$ cat src/rtl/stopwatch_ctrl.sv
// Two-digit BCD stopwatch with start/stop and lap/clear buttons, a CE-gated prescaler
// and a single time-multiplexed 7-segment decoder feeding two registered digit outputs.
module stopwatch_ctrl #(
    parameter int PRESCALE_BITS = 15
) (
    input  logic       C,
    input  logic       CLR,
    input  logic       CE,
    input  logic       BTN_SS,
    input  logic       BTN_LAP,
    output logic [7:0] segments1,
    output logic [7:0] segments2,
    output logic [7:0] LED_OUT
);

    typedef enum logic [1:0] {
        IDLE = 2'd0,
        RUN  = 2'd1,
        LAP  = 2'd2,
        STOP = 2'd3
    } state_t;

    function automatic logic [7:0] seg_decode(input logic [3:0] digit);
        logic [7:0] pattern;
        case (digit)
            4'd0:    pattern = 8'h3F;
            4'd1:    pattern = 8'h06;
            4'd2:    pattern = 8'h5B;
            4'd3:    pattern = 8'h4F;
            4'd4:    pattern = 8'h66;
            4'd5:    pattern = 8'h6D;
            4'd6:    pattern = 8'h7D;
            4'd7:    pattern = 8'h07;
            4'd8:    pattern = 8'h7F;
            4'd9:    pattern = 8'h6F;
            default: pattern = 8'h00;
        endcase
        return pattern;
    endfunction

    state_t                   state_r;
    logic [PRESCALE_BITS-1:0] prescale_r;
    logic [3:0]               ones_r;
    logic [3:0]               tens_r;
    logic [3:0]               lap_ones_r;
    logic [3:0]               lap_tens_r;
    logic                     phase_r;
    logic [2:0]               ss_sync_r;
    logic [2:0]               lap_sync_r;

    logic       ss_press_s;
    logic       lap_press_s;
    logic       advance_s;
    logic       tick_s;
    logic [3:0] next_ones_s;
    logic [3:0] next_tens_s;
    logic [3:0] disp_ones_s;
    logic [3:0] disp_tens_s;
    logic [7:0] dec_out_s;

    // Button synchronisers; preset to ones so a button held through reset is not a press.
    always_ff @(posedge C or posedge CLR) begin
        if (CLR) begin
            ss_sync_r  <= 3'b111;
            lap_sync_r <= 3'b111;
        end else begin
            ss_sync_r  <= {ss_sync_r[1:0], BTN_SS};
            lap_sync_r <= {lap_sync_r[1:0], BTN_LAP};
        end
    end

    // SS wins when both buttons produce an event in the same cycle.
    assign ss_press_s  = ss_sync_r[1] & ~ss_sync_r[2];
    assign lap_press_s = lap_sync_r[1] & ~lap_sync_r[2] & ~ss_press_s;

    // Prescaler gating, tick detection and BCD successor of the live count.
    always_comb begin
        advance_s   = ((state_r == RUN) || (state_r == LAP)) && CE;
        tick_s      = advance_s && (prescale_r == {PRESCALE_BITS{1'b1}});
        next_ones_s = 4'd0;
        next_tens_s = tens_r;
        if (ones_r == 4'd9) begin
            next_ones_s = 4'd0;
            if (tens_r == 4'd9) begin
                next_tens_s = 4'd0;
            end else begin
                next_tens_s = tens_r + 4'd1;
            end
        end else begin
            next_ones_s = ones_r + 4'd1;
            next_tens_s = tens_r;
        end
    end

    // Mode FSM with prescaler, live count and lap register.
    always_ff @(posedge C or posedge CLR) begin
        if (CLR) begin
            state_r    <= IDLE;
            prescale_r <= '0;
            ones_r     <= 4'd0;
            tens_r     <= 4'd0;
            lap_ones_r <= 4'd0;
            lap_tens_r <= 4'd0;
        end else begin
            if (advance_s) begin
                prescale_r <= prescale_r + PRESCALE_BITS'(1);
            end
            if (tick_s) begin
                ones_r <= next_ones_s;
                tens_r <= next_tens_s;
            end
            case (state_r)
                IDLE: begin
                    prescale_r <= '0;
                    ones_r     <= 4'd0;
                    tens_r     <= 4'd0;
                    if (ss_press_s) begin
                        state_r <= RUN;
                    end
                end
                RUN: begin
                    if (ss_press_s) begin
                        state_r <= STOP;
                    end else if (lap_press_s) begin
                        state_r    <= LAP;
                        lap_ones_r <= ones_r;
                        lap_tens_r <= tens_r;
                    end
                end
                LAP: begin
                    if (ss_press_s) begin
                        state_r <= STOP;
                    end else if (lap_press_s) begin
                        state_r <= RUN;
                    end
                end
                STOP: begin
                    if (ss_press_s) begin
                        state_r <= RUN;
                    end else if (lap_press_s) begin
                        state_r    <= IDLE;
                        prescale_r <= '0;
                        ones_r     <= 4'd0;
                        tens_r     <= 4'd0;
                        lap_ones_r <= 4'd0;
                        lap_tens_r <= 4'd0;
                    end
                end
                default: state_r <= IDLE;
            endcase
        end
    end

    // The frozen lap value is shown only while in LAP; the LEDs always show the live count.
    always_comb begin
        disp_ones_s = (state_r == LAP) ? lap_ones_r : ones_r;
        disp_tens_s = (state_r == LAP) ? lap_tens_r : tens_r;
        dec_out_s   = seg_decode(phase_r ? disp_tens_s : disp_ones_s);
    end

    // Shared decoder output is steered to one digit per phase; the other digit holds.
    always_ff @(posedge C or posedge CLR) begin
        if (CLR) begin
            phase_r   <= 1'b0;
            segments1 <= 8'h3F;
            segments2 <= 8'h3F;
        end else begin
            phase_r <= ~phase_r;
            if (phase_r) begin
                segments2 <= dec_out_s;
            end else begin
                segments1 <= dec_out_s;
            end
        end
    end

    assign LED_OUT = {tens_r, ones_r};

endmodule

$ cat config.mk
export PLATFORM = sky130hd
export DESIGN_NAME = stopwatch_ctrl
export DESIGN_NICKNAME = d
export VERILOG_FILES = /design/src/rtl/stopwatch_ctrl.sv
export SDC_FILE = /design/constraint.sdc
export NUM_CORES = 1
export LEC_CHECK = 0
export ABC_CLOCK_PERIOD_IN_PS = 3790
export BUFFER_PORTS_ARGS = -buffer_cell sky130_fd_sc_hd__buf_2
export CAP_MARGIN = 30
export CORE_MARGIN = 8
export CORE_UTILIZATION = 32
export DETAILED_ROUTE_END_ITERATION = 6
export MAX_ROUTING_LAYER = met4
export PLACE_DENSITY_LB_ADDON = 0.25
export SYNTH_ARGS = -nofsm -noshare
export SYNTH_HDL_FRONTEND = slang
export SYNTH_SLANG_ARGS = --single-unit
$ cat constraint.sdc
create_clock -name C -period 3.79 [get_ports C]
set_input_delay 0.758 -clock C [delete_from_list [all_inputs] [get_ports C]]
set_output_delay 0.758 -clock C [all_outputs]
set_load 0.01 [all_outputs]
======== Yosys cells after proc, flatten, opt, wreduce, memory -nomap -nowiden ========
Memory sizes are Yosys's and may differ from the RTL's.
Cells that the tools add are included.
operators by class
  $add $sub $neg .......................... 3
  equal/unequal tests ..................... 14
  mux-type cells .......................... 34
  bitwise operators ....................... 7
  reductions and logical operators ........ 7
operator list
  kind                   count
  $mux 4                 18
  $mux 15                3
  $pmux 4 s2             4
  $pmux 15 s2            1
  $add 15x1->15 const B  1
  $eq 15x15->1 const B   1
  $mux 2                 7
  $ne 2x2->1 const B     5
  $ne 3x3->1 const B     3
  $add 4x1->4 const B    2
  $eq 4x4->1 const B     2
  $pmux 2 s4             1
  $reduce_and 5->1       1
  $eq 2x2->1 const B     2
  $not 1->1              4
  $reduce_and 4->1       1
  $and 1x1->1            3
  $eq 2x1->1 const B     1
  $logic_and 1x1->1      2
  $logic_not 2->1        1
  $reduce_bool 2->1      1
  $logic_or 1x1->1       1
word-level totals
  bits in registers ....................... 56
  memory bits (read-only) ................. 112
  logic and storage cells ................. 77
  memories kept ........................... 1
memory list
  memory           depth  bits a word  rd ports  clocked after Yosys merged registers in  write ports  line  RTL
  (no name shown)  16     7            1         0                                        0            25    case (digit)

======== Logic depth before layout (Yosys ltp) ========
Gate-level depths: netlist of the first run.
  depth in word-level cells ............... 8
  gate-level depth with buffers ........... 10

======== Worst setup path after synthesis of the first run ========
OpenSTA, ideal clock, no wires.
  kind .................................... register -> register
  from .................................... register state_r[0]
  to ...................................... register segments2[3]
  setup time .............................. 0.077 ns
  arrival ................................. 2.403 ns
  slack ................................... 1.309 ns
  cell stages (with the launch flop) ...... 11
  cell sequence ........................... dfrtp_1 > inv_1 > ha_1 > clkbuf_1 > mux4_2 > clkbuf_1 > inv_1 > ha_1 > nor2b_1 > a211o_1 > a31oi_1
on the way
  longest elaborated chain between the ends .. 4
  elaborated cells on any way between the ends .. 5
  classes of those cells .................. eq/ne: 1; mux: 3; memory: 1
RTL lines
  what                              line      RTL
  start, declared                   41        state_t state_r;
  start signal, assigned            98        state_r <= IDLE;
  start signal, assigned            118       state_r <= RUN;
  start signal, assigned            123       state_r <= STOP;
  $eq 2x2->1 (*)                    156, 157
  $mux 4, on equally long branches  156, 157
  $mux 4 (*)                        158       dec_out_s = seg_decode(phase_r ? disp_tens_s : disp_ones_s);
  $mem_v2 16x7 (*)                  -
  end signal, assigned              170       segments2 <= dec_out_s;
  end, declared                     12        output logic [7:0] segments2,
Every way passes the cells marked *; elsewhere a longest branch is shown, timed or not.
A chain may end at the register's enable or synchronous reset.

======== Worst setup path in the final report of the first run ========
  from .................................... register state_r[1]
  to ...................................... register tens_r[3]
on the way
  longest elaborated chain between the ends .. 8
  elaborated cells on any way between the ends .. 11
  classes of those cells .................. eq/ne: 3; mux: 4; reduce/logical: 4
RTL lines
  what                                             line  RTL
  $eq 2x1->1 / $eq 2x2->1 (equally long branches)  78    advance_s = ((state_r == RUN) || (state_r == LAP)) && CE;
  $logic_or 1x1->1                                 78
  $logic_and 1x1->1                                78
  $logic_and 1x1->1                                79    tick_s = advance_s && (prescale_r == {PRESCALE_BITS{1'b1}});
  $mux 4                                           108   if (tick_s) begin
  $mux 4                                           140   end else if (lap_press_s) begin
  $mux 4                                           138   if (ss_press_s) begin
  $pmux 4 s2 (*)                                   112   case (state_r)
  end signal, assigned                             110   tens_r <= next_tens_s;
  end, declared                                    44    logic [3:0] tens_r;
Marks and branches as above.

==> results.md, run 1 <==
* Vias at approximately 2.1k
* Mapped Area at ~0.0029 mm²
* Share of layout cells above drive strength 1 at around 22%
* Finished Layout Cells at ~430
* Biggest area consumer among synthesized cells: dfrtp_1
* Slew Limit Fails at 0
* Antenna diode instance count at 0
* Synth top area share at slightly above 30%
* Reg2reg end: tens_r[3]
* Largest net degree at the start of global routing at 38
* Initial Utilization at between 30 and 40%
* Met2 Track Usage GR at 16.04%
* Drt drc at 0
* Std cell rows at 34
* CP startpoint kind: flop
* Core ar. at 0.008763 mm²
* Area after DPL at approximately 0.0032 mm²
* Number of global-route vias before repair at 2,130
* Critical path required time at between 4000 and 5000 ps
* Post CTS Setup Buffer Count at 0
* Worst Skew at around 11 ps
* DPL Wire Length at 4.361 mm
* RSZ-0062 raised after global routing: false
* P&R area growth vs syn at 13.65%
* CTS tree: done
* Fmax at roughly 0.40 GHz
* Register Area at ~0.0014 mm²
* Gr usage total at between 10 and 15%
* DRT iter0 DRCs at 89
* Footprint of the multi-input gates at 0.001395 mm²
* Sinks on the clock net at 54
* Root Buffer: clkbuf_8
* Synth warnings at 0
* Die W at between 100 and 150 µm
* Hold Crit Class: input pin to async pin
* Hold WS at between 300 and 400 ps
* Mapped Cells at between 200 and 300
* Max_cap viols at 0
* Worst skew pair latency at approximately 300 ps
* Fin crit share at 65.95%
* DIE AREA at 0.01238 mm²
* Post-Route WL at 5.959 mm
* DRT Pass-1 Iters at 4
* CTS H-tree depth at 2
* Number of nets still failing antenna checks after routing at 0
* Initial antenna violation count at 0
* DIE HEIGHT at between 100 and 150 µm
* Async SR Flop Fraction at 100.0%
* Status: complete, no violations
* Max-slew headroom at between 50 and 60%
* Routed vias/inst at between 4 and 5
* Clock transition at path regs at ~100 ps
* Layer with the highest usage: met2
* Post-synthesis sequential area ratio at 47.29%
* Gr ovfl total at 0
* Placed insts at between 400 and 500
* Max FO, Critical Path at 15
* Top cells by count, synth: dfrtp_1, nor2_1, nand2_1, o21ai_0, inv_1
* Syn_area_per_cell at slightly below 10 µm²
* Cell Pwr Density at ~430 mW/mm²
* Post-cts repair resize count at 0
* R2R cell count at 6
* Maximum VDD drop at between 200 and 300 µV
* Final Hold Fails at 0
* Drt wl/cell at 13.99 µm
* Number of flops mapped to enable cells by yosys at 0
* Global-route met3 utilization at between 2 and 2.5%
* Hold_buf cts at 0
* Final Wtd Congestion at ~0.75
* Number of synthesized register bits at 54
* Crit Path Class: flop to flop
* Static Leak at between 1 and 1.5 nW
* R2R Setup Slk at 1290 ps
* Setup_tns at 0 ps
* Worst r2r src: state_r[1]
* Filler cells at about 900
* Synth top area cells: dfrtp_1, dfstp_2, ha_1
* First-pass GRT wire length at a little over 10 mm
* Synth Flop Type: dfrtp_1
* I/O pin count at 29
* Max Buffers Root-to-Sink at 2
* Slew @ Worst Pin at 633.9 ps
* Worst path arrival time at 2730 ps
* PortBufs at 26
* GR Util met1 at between 10% and 20%
* CP Capture Type: flop
* Synth unique cells at 43
* Util after Layout at between 30% and 40%
* Num CTS Buffers at 5
* Design area at between 0.003 and 0.004 mm²
* Final setup violation count at 0
* Final min period at approximately 2500 ps
* Count leader, synth: dfrtp_1
* Final #Nets at 336
## metrics by stage
step                power, mW  setup WS (ps)
finish                  1.424           1290
global route            1.515           1081
CTS                     1.451           1273
detailed placement     0.9740           1259
global placement       0.9587           1365
floorplan              0.8843           1309
## final cells by class
type	instances	area share [%]
multi-input combinational	205	42.25
timing repair buffer	31	5.457
inverter	20	2.274
clock buffer	6	2.501
clock inverter	2	1.819
sequential	54	41.61
tap	108	4.092
## cells by family (layout without fill, tap and decap cells)
family / count (synthesis) / after routing / share of synthesized area [%]
xor gates and xnor gates: 14 / 14 / 4.221
buffers and inverters: 34 / 59 / 4.823
and+or+nand+nor: 103 / 103 / 18.65
adders and majority gates: 14 / 14 / 6.029
AOI/OAI and AO/OA: 58 / 58 / 12.14
DFF: 54 / 54 / 47.29
other: 1 / 2 / 0.1291
muxes: 14 / 14 / 6.718
## cells in the final DEF (no fill, tap or decap), types with 3 or more instances in the layout
cell / count
nor2_1: 26
or4_1: 3
a31oi_1: 3
o21ai_0: 21
buf_2: 26
nand4_1: 6
xor2_1: 9
o21bai_1: 3
buf_4: 4
nand2_1: 21
nand3b_1: 7
o211ai_1: 3
and4_1: 3
inv_1: 19
nand3_1: 10
mux4_2: 4
dfrtp_1: 36
mux2_2: 4
mux2i_1: 6
or3_1: 7
ha_1: 14
xnor2_1: 5
dfstp_2: 18
nor4_1: 3
nor2b_1: 6
a21oi_1: 15
nor3_1: 5
clkbuf_8: 6
## flip-flops by register name, indices dropped and copies added (netlist names)
signal      flops
lap_sync_r      3
state_r         2
phase_r         1
ss_sync_r       3
segments1       7
lap_ones_r      4
segments2       7
lap_tens_r      4
prescale_r     15
ones_r          4
tens_r          4
## routing by layer
metal | vias to the layer above | share of wire [%]
met4 | 0 | 0.86
met3 | 5 | 3.3
met2 | 30 | 48
met5 | - | 0
met1 | 1017 | 48
li1 | 1066 | -
## worst max-delay path by stage
stage          startpoint      endpoint  slack, ps
2_1_floorplan  state_r[0]  segments2[3]       1310
3_3_place_gp   state_r[0]     tens_r[3]       1370
3_5_place_dp   state_r[0]  segments1[3]       1260
4_1_cts        state_r[0]  segments1[3]       1270
5_1_grt        state_r[0]  segments1[3]       1080
6_report       state_r[1]     tens_r[3]       1290
## power breakdown
part	leakage [nW]	internal [mW]	total, mW	switching, mW
logic	0.681	0.115	0.331	0.215
clock network	0.0714	0.282	0.467	0.186
registers	0.683	0.603	0.626	0.0227
total	1.44	1.00	1.42	0.424
## critical path, stage by stage (launching register included)
cell and delay (ps):
dfrtp_1 420, inv_1 110, ha_1 430, nand4_1 160
or4_4 630, or4_1 520, a31oi_1 170
No activity file was read; power rests on OpenSTA's default activity.
==> run 2: changes to the inputs <==
- ABC_CLOCK_PERIOD_IN_PS: 3790 -> 2300
- clock period: 3.79 -> 2.3 ns (I/O delays scaled with it)
==> run 2 against run 1 <==
Compared with the run above:
- via count increased by 2.5%
- non-clock buffer count increased by 13
- combinational power increased by 89%
- core utilization increased by 0.44 points
- hold slack got worse by 240 ps
- routed wire length increased by 0.92%
- register-to-register slack got worse by 1100 ps
- cell area increased by 1.2%
==> results.md, run 2 (same netlist as run 1, synthesis figures left out) <==
* Num CTS Buffers at 5 (unchanged)
* I/O pin count at 29 (unchanged)
* Filler cells at 897 (+1.2%)
* Root Buffer: clkbuf_8
* Met2 WL post-DR at 2.798 mm (-1.2%)
* Share of layout cells above drive strength 1 at 24.17% (+2.5 points)
* Gr usage total at 10.34% (+0.23 points)
* Met1 WL at 2.932 mm (+1.9%)
* Max_cap viols at 0 (unchanged)
* Number of global-route vias before repair at 2,160 (+1.4%)
* RSZ-0062 raised after global routing: false
* DIE HEIGHT at 111.3 µm (unchanged)
* Area after DPL at 0.003257 mm² (+3.1%)
* Post CTS Setup Buffer Count at 0 (unchanged)
* CP Capture Type: flop
* CP startpoint kind: flop
* Initial antenna violation count at 0 (unchanged)
* DRT iter0 DRCs at 50 (-44%)
* Max-slew headroom at 49.69% (-6.8 points)
* Hold Crit Class: input pin to async pin
* Comb power frac at 28.9% (+5.7 points)
* Sequential share of power at 47.1% (+3.2 points)
* First-pass GRT wire length at 10.47 mm (+0.73%)
* Slew Limit Fails at 0 (unchanged)
* CTS tree: done
* Most frequent cells in the layout: dfrtp_1, nor2_1, buf_2, o21ai_0, nand2_1
* Footprint of the multi-input gates at 0.001395 mm² (unchanged)
* Max FO, Critical Path at 5 (-10)
* Worst r2r src: state_r[0]
* P&R area growth vs syn at 14.99%
* Top flop regs: prescale_r (15), segments1 (7), segments2 (7)
* Final Hold Fails at 0 (unchanged)
* Final Wtd Congestion at 0.7421 (-0.68%)
* Std cell rows at 34 (unchanged)
* Die W at 111.3 µm (unchanged)
* Clock Power Share at 24.0% (-8.8 points)
* Setup_tns at 0 ps (unchanged)
* Max Buffers Root-to-Sink at 2 (unchanged)
* Clock transition at path regs at 100 ps (about the same)
* Tot Pwr at 2.161 mW (+52%)
* Sinks on the clock net at 54 (unchanged)
* Post-Route WL at 6.014 mm (+0.92%)
* Initial Utilization at 33.15% (unchanged)
* Commonest non-fill, non-tap cell in the layout: dfrtp_1
* DRT Pass-1 Iters at 5 (+1)
* Drt wl/cell at 13.70 µm (-2.1%)
* Gr ovfl total at 0 (unchanged)
* Final #Nets at 349 (+3.9%)
* R2R cell count at 7 (+1)
* Fmax at 0.4700 GHz (+17%)
* Status: complete, no violations
* Cell Pwr Density at 646.9 mW/mm² (+50%)
* Drt drc at 0 (unchanged)
* Largest register by flop count: prescale_r
* Core ar. at 0.008763 mm² (unchanged)
* Largest net degree at the start of global routing at 39 (+2.6%)
* Crit Path Class: flop to flop
* Slew @ Worst Pin at 751.8 ps (+118.0 ps)
* DIE AREA at 0.01238 mm² (unchanged)
* Placed insts at 431 (+3.1%)
* CTS H-tree depth at 2 (unchanged)
* PortBufs at 26 (unchanged)
* Critical path required time at 2520 ps (-1500 ps)
* Worst path arrival time at 2350 ps (-380 ps)
* Register Area at 0.001374 mm² (unchanged)
* Final min period at 2128 ps (-372.0 ps)
* Switching portion of total power at 32.58% (+2.8 points)
* Worst skew pair latency at 300 ps (about the same)
* Static Leak at 1.466 nW (+2.1%)
* Design area at 0.003341 mm² (+1.2%)
* R2R Setup Slk at 170 ps (-1120 ps)
* Post-cts repair resize count at 0 (unchanged)
* Vias at 2,172 (+2.5%)
* Hold_buf cts at 0 (unchanged)
* Hold WS at 125.8 ps (-235.6 ps)
* Maximum VDD drop at 466.4 µV (+80%)
* Max reg flops at 15 (unchanged)
* P_int at 1.457 mW (+46%)
* Finished Layout Cells at 439 (+3.1%)
* Top routing layer in use: met4
* Final setup violation count at 0 (unchanged)
* Fin crit share at 92.51% (+27 points)
* Reg2reg end: segments1[3]
* DPL Wire Length at 4.562 mm (+4.6%)
* Worst Skew at 8.243 ps (-2.826 ps)
* Net Sw Power at 704.1 µW (+66%)
* Antenna diode instance count at 0 (unchanged)
* Number of nets still failing antenna checks after routing at 0 (unchanged)
* WL met3 at 224 µm (+13%)
* Routed vias/inst at 4.948 (-0.49%)
## run 2: how the worst max path moves through the flow
stage,to,depth (start not counted),from
3_5_place_dp,tens_r[3],6,state_r[0]
5_1_grt,segments1[3],7,state_r[0]
6_report,segments1[3],7,state_r[0]
3_3_place_gp,tens_r[3],6,state_r[0]
2_1_floorplan,tens_r[3],7,state_r[0]
4_1_cts,tens_r[3],6,state_r[0]
## run 2: cell type report
type	instances	share of cell area, %
Inverter	20	2.247
Sequential cell	54	41.12
Clock inverter	1	0.2247
Clock buffer	7	2.285
Multi-Input combinational cell	205	41.76
Tap cell	108	4.045
Timing Repair Buffer	44	8.315
## run 2: metal layers
metal / GRT usage, % / vias up
met1: 12.37 / 1038
met5: - / -
met2: 16.83 / 31
met4: 2.756 / 0
li1: - / 1097
met3: 2.706 / 6
## run 2: stage by stage
stage	setup WS (ps)	util [%]
floorplan	39.97	-
global placement	128.5	37.16
CTS	55.15	38.12
global route	20.15	38.12
finish	172.4	38.12
detailed placement	78.98	37.16
## run 2: critical path, cell delays in order (launching register included)
cell and delay [ps]:
dfrtp_1 400, inv_1 110, ha_1 310, mux4_2 400, ha_1 230, nor2b_1 140
a211o_1 290, o211ai_1 170
## run 2: power by group through the flow
stage                     Clock [mW]  Combinational, mW  Sequential (mW)
after floorplan                    0              0.418             1.04
after global placement             0              0.623             1.03
after detailed placement           0              0.636             1.04
after CTS                      0.547              0.635             1.02
after global routing           0.583              0.709             1.03
final                          0.518              0.625             1.02
==> run 3: changes to the inputs <==
- CORE_MARGIN: 8 -> not set
==> run 3 against run 2 <==
Compared with the run above:
- die area is 24% lower
- clock power is 7.5% higher
- routed wire length is 1.3% lower
- critical path type unchanged
- largest power group unchanged
==> results.md, run 3 (same netlist as run 1, synthesis figures left out) <==
* Status: complete, no violations
* Post-cts repair resize count at 0 (unchanged)
* Design area at 0.003329 mm² (-0.34%)
* Sequential share of power at 46.3% (-0.8 points)
* Clock transition at path regs at 100 ps (about the same)
* Routed vias/inst at 4.977 (+0.60%)
* Top flop regs: prescale_r (15), segments1 (7), segments2 (7)
* Worst skew pair latency at 310 ps (about the same)
* Die W at 97.29 µm (-13%)
* Final Hold Fails at 0 (unchanged)
* Slowest stage delay, CP at 530 ps (+130 ps)
* Std cell rows at 34 (unchanged)
* Num CTS Buffers at 5 (unchanged)
* Hold_buf cts at 0 (unchanged)
* Max FO, Critical Path at 15 (+10)
* Post-Route WL at 5.936 mm (-1.3%)
* Gr ovfl total at 0 (unchanged)
* Comb power frac at 28.2% (-0.7 points)
* Number of global-route vias before repair at 2,145 (-0.69%)
* DIE AREA at 0.009464 mm² (-24%)
* CP Capture Type: flop
* Slowest-stage cell, CP: or4_1
* P&R area growth vs syn at 14.60%
* Filler cells at 898 (+0.11%)
* Cell Chain, Critical Path: inv_1, ha_1, nand4_1, or4_4, or4_1, a31oi_1
* Drt drc at 0 (unchanged)
* Fin crit share at 91.62% (-0.89 points)
* Worst r2r src: state_r[0]
* Final min period at 2107 ps (-20.42 ps)
* Root Buffer: clkbuf_8
* DPL Wire Length at 4.214 mm (-7.6%)
* Setup_tns at 0 ps (unchanged)
* Switching portion of total power at 32.65% (+0.066 points)
* RSZ-0062 raised after global routing: false
* CTS H-tree depth at 2 (unchanged)
* Pre-CTS setup slack at 103.7 ps (+24.68 ps)
* R2R cell count at 6 (-1)
* DRT Pass-1 Iters at 4 (-1)
* Reg2reg end: tens_r[3]
* Hold WS at 181.8 ps (+56.01 ps)
* Util after Layout at 37.99% (-0.13 points)
* Drt wl/cell at 13.61 µm (-0.62%)
* Final Wtd Congestion at 0.7040 (-5.1%)
* Clock Power Share at 25.4% (+1.4 points)
* Worst Skew at 12.68 ps (+4.433 ps)
* Gr usage total at 13.86% (+3.5 points)
* Area after DPL at 0.003234 mm² (-0.69%)
* R2R Setup Slk at 190 ps (+20 ps)
* Largest net degree at the start of global routing at 55 (+41%)
* Static Leak at 1.461 nW (-0.31%)
* Net Sw Power at 715.7 µW (+1.6%)
* Worst path arrival time at 2350 ps (about the same)
* Max reg flops at 15 (unchanged)
* CTS tree: done
* Commonest non-fill, non-tap cell in the layout: dfrtp_1
* Vias at 2,170 (-0.092%)
* Hold Crit Class: input pin to async pin
* Number of nets still failing antenna checks after routing at 0 (unchanged)
* PortBufs at 26 (unchanged)
* Final #Nets at 346 (-0.86%)
* Antenna diode instance count at 0 (unchanged)
* Final setup violation count at 0 (unchanged)
* Max Buffers Root-to-Sink at 2 (unchanged)
* Fmax at 0.4746 GHz (+0.97%)
* Final setup margin at 192.8 ps (+20.42 ps)
* DIE HEIGHT at 97.29 µm (-13%)
* Post CTS Setup Buffer Count at 0 (unchanged)
* Crit Path Class: flop to flop
* Share of layout cells above drive strength 1 at 24.09% (-0.084 points)
* First-pass GRT wire length at 10.38 mm (-0.79%)
* Maximum VDD drop at 803.2 µV (+72%)
* Core ar. at 0.008763 mm² (unchanged)
* Sinks on the clock net at 54 (unchanged)
* Most frequent cells in the layout: dfrtp_1, nor2_1, buf_2, o21ai_0, nand2_1
* DRT iter0 DRCs at 69 (+38%)
* CP startpoint kind: flop
* Cell Pwr Density at 658.4 mW/mm² (+1.8%)
* Footprint of the multi-input gates at 0.001395 mm² (unchanged)
* P_int at 1.477 mW (+1.3%)
* Critical path required time at 2540 ps (+20 ps)
* Max_cap viols at 0 (unchanged)
* I/O pin count at 29 (unchanged)
* Initial Utilization at 33.15% (unchanged)
* Slew Limit Fails at 0 (unchanged)
* Initial antenna violation count at 0 (unchanged)
* Largest register by flop count: prescale_r
* Register Area at 0.001374 mm² (unchanged)
## run 3: cell types whose count changed in the layout (fill, tap and decap cells not counted), sizes merged
| cell | change |
|---|---|
| buf | -3 |
| clkinv | +1 |
| clkbuf | -1 |
## run 3: routing by layer
layer	part of all wire, %	wire (µm)	vias to the layer above	global-route usage, %
li1	-	-	1092	-
met1	48	2855	1038	17.14
met2	48	2842	33	22.97
met3	3.2	192	7	2.878
met4	0.77	46	0	4.072
met5	0	0	-	-
## run 3: area by class of cell
class                      instances  share of cell area (%)
clock buffer                       6                   2.480
clock inverter                     2                  0.3758
inverter                          20                   2.255
multi-input combinational        205                   41.90
sequential                        54                   41.26
tap                              108                   4.059
timing repair buffer              41                   7.666
## run 3: metrics by stage
stage                     instances  total power [mW]
final                           436             2.192
after global routing            436             2.329
after CTS                       436             2.232
after detailed placement        428             1.663
after global placement          428             1.647
after floorplan                 293             1.459
## run 3: how the worst max path moves through the flow
stage,startpoint,end,slack (ps),depth (start not counted)
floorplan,state_r[0],tens_r[3],40,7
global placement,state_r[0],tens_r[3],140,6
detailed placement,state_r[0],tens_r[3],100,6
CTS,state_r[0],tens_r[3],80,6
global route,state_r[1],tens_r[3],90,6
finish,state_r[0],tens_r[3],190,6
## run 3: power by group through the flow
stage	registers [mW]	clock network, mW	logic [mW]
finish	1.02	0.557	0.619
global route	1.02	0.614	0.696
CTS	1.02	0.584	0.631
detailed placement	1.03	0	0.629
global placement	1.03	0	0.615
floorplan	1.04	0	0.418
## run 3: worst max-delay path, delay by kind of cell, from the launching register on
family                   cells  cell delay [ps]
AND/OR/NAND/NOR              3             1160
flip-flops                   1              350
adder cells (fa/ha/maj)      1              300
AO/OA/AOI/OAI                1              170
buffers and inverters        1               70
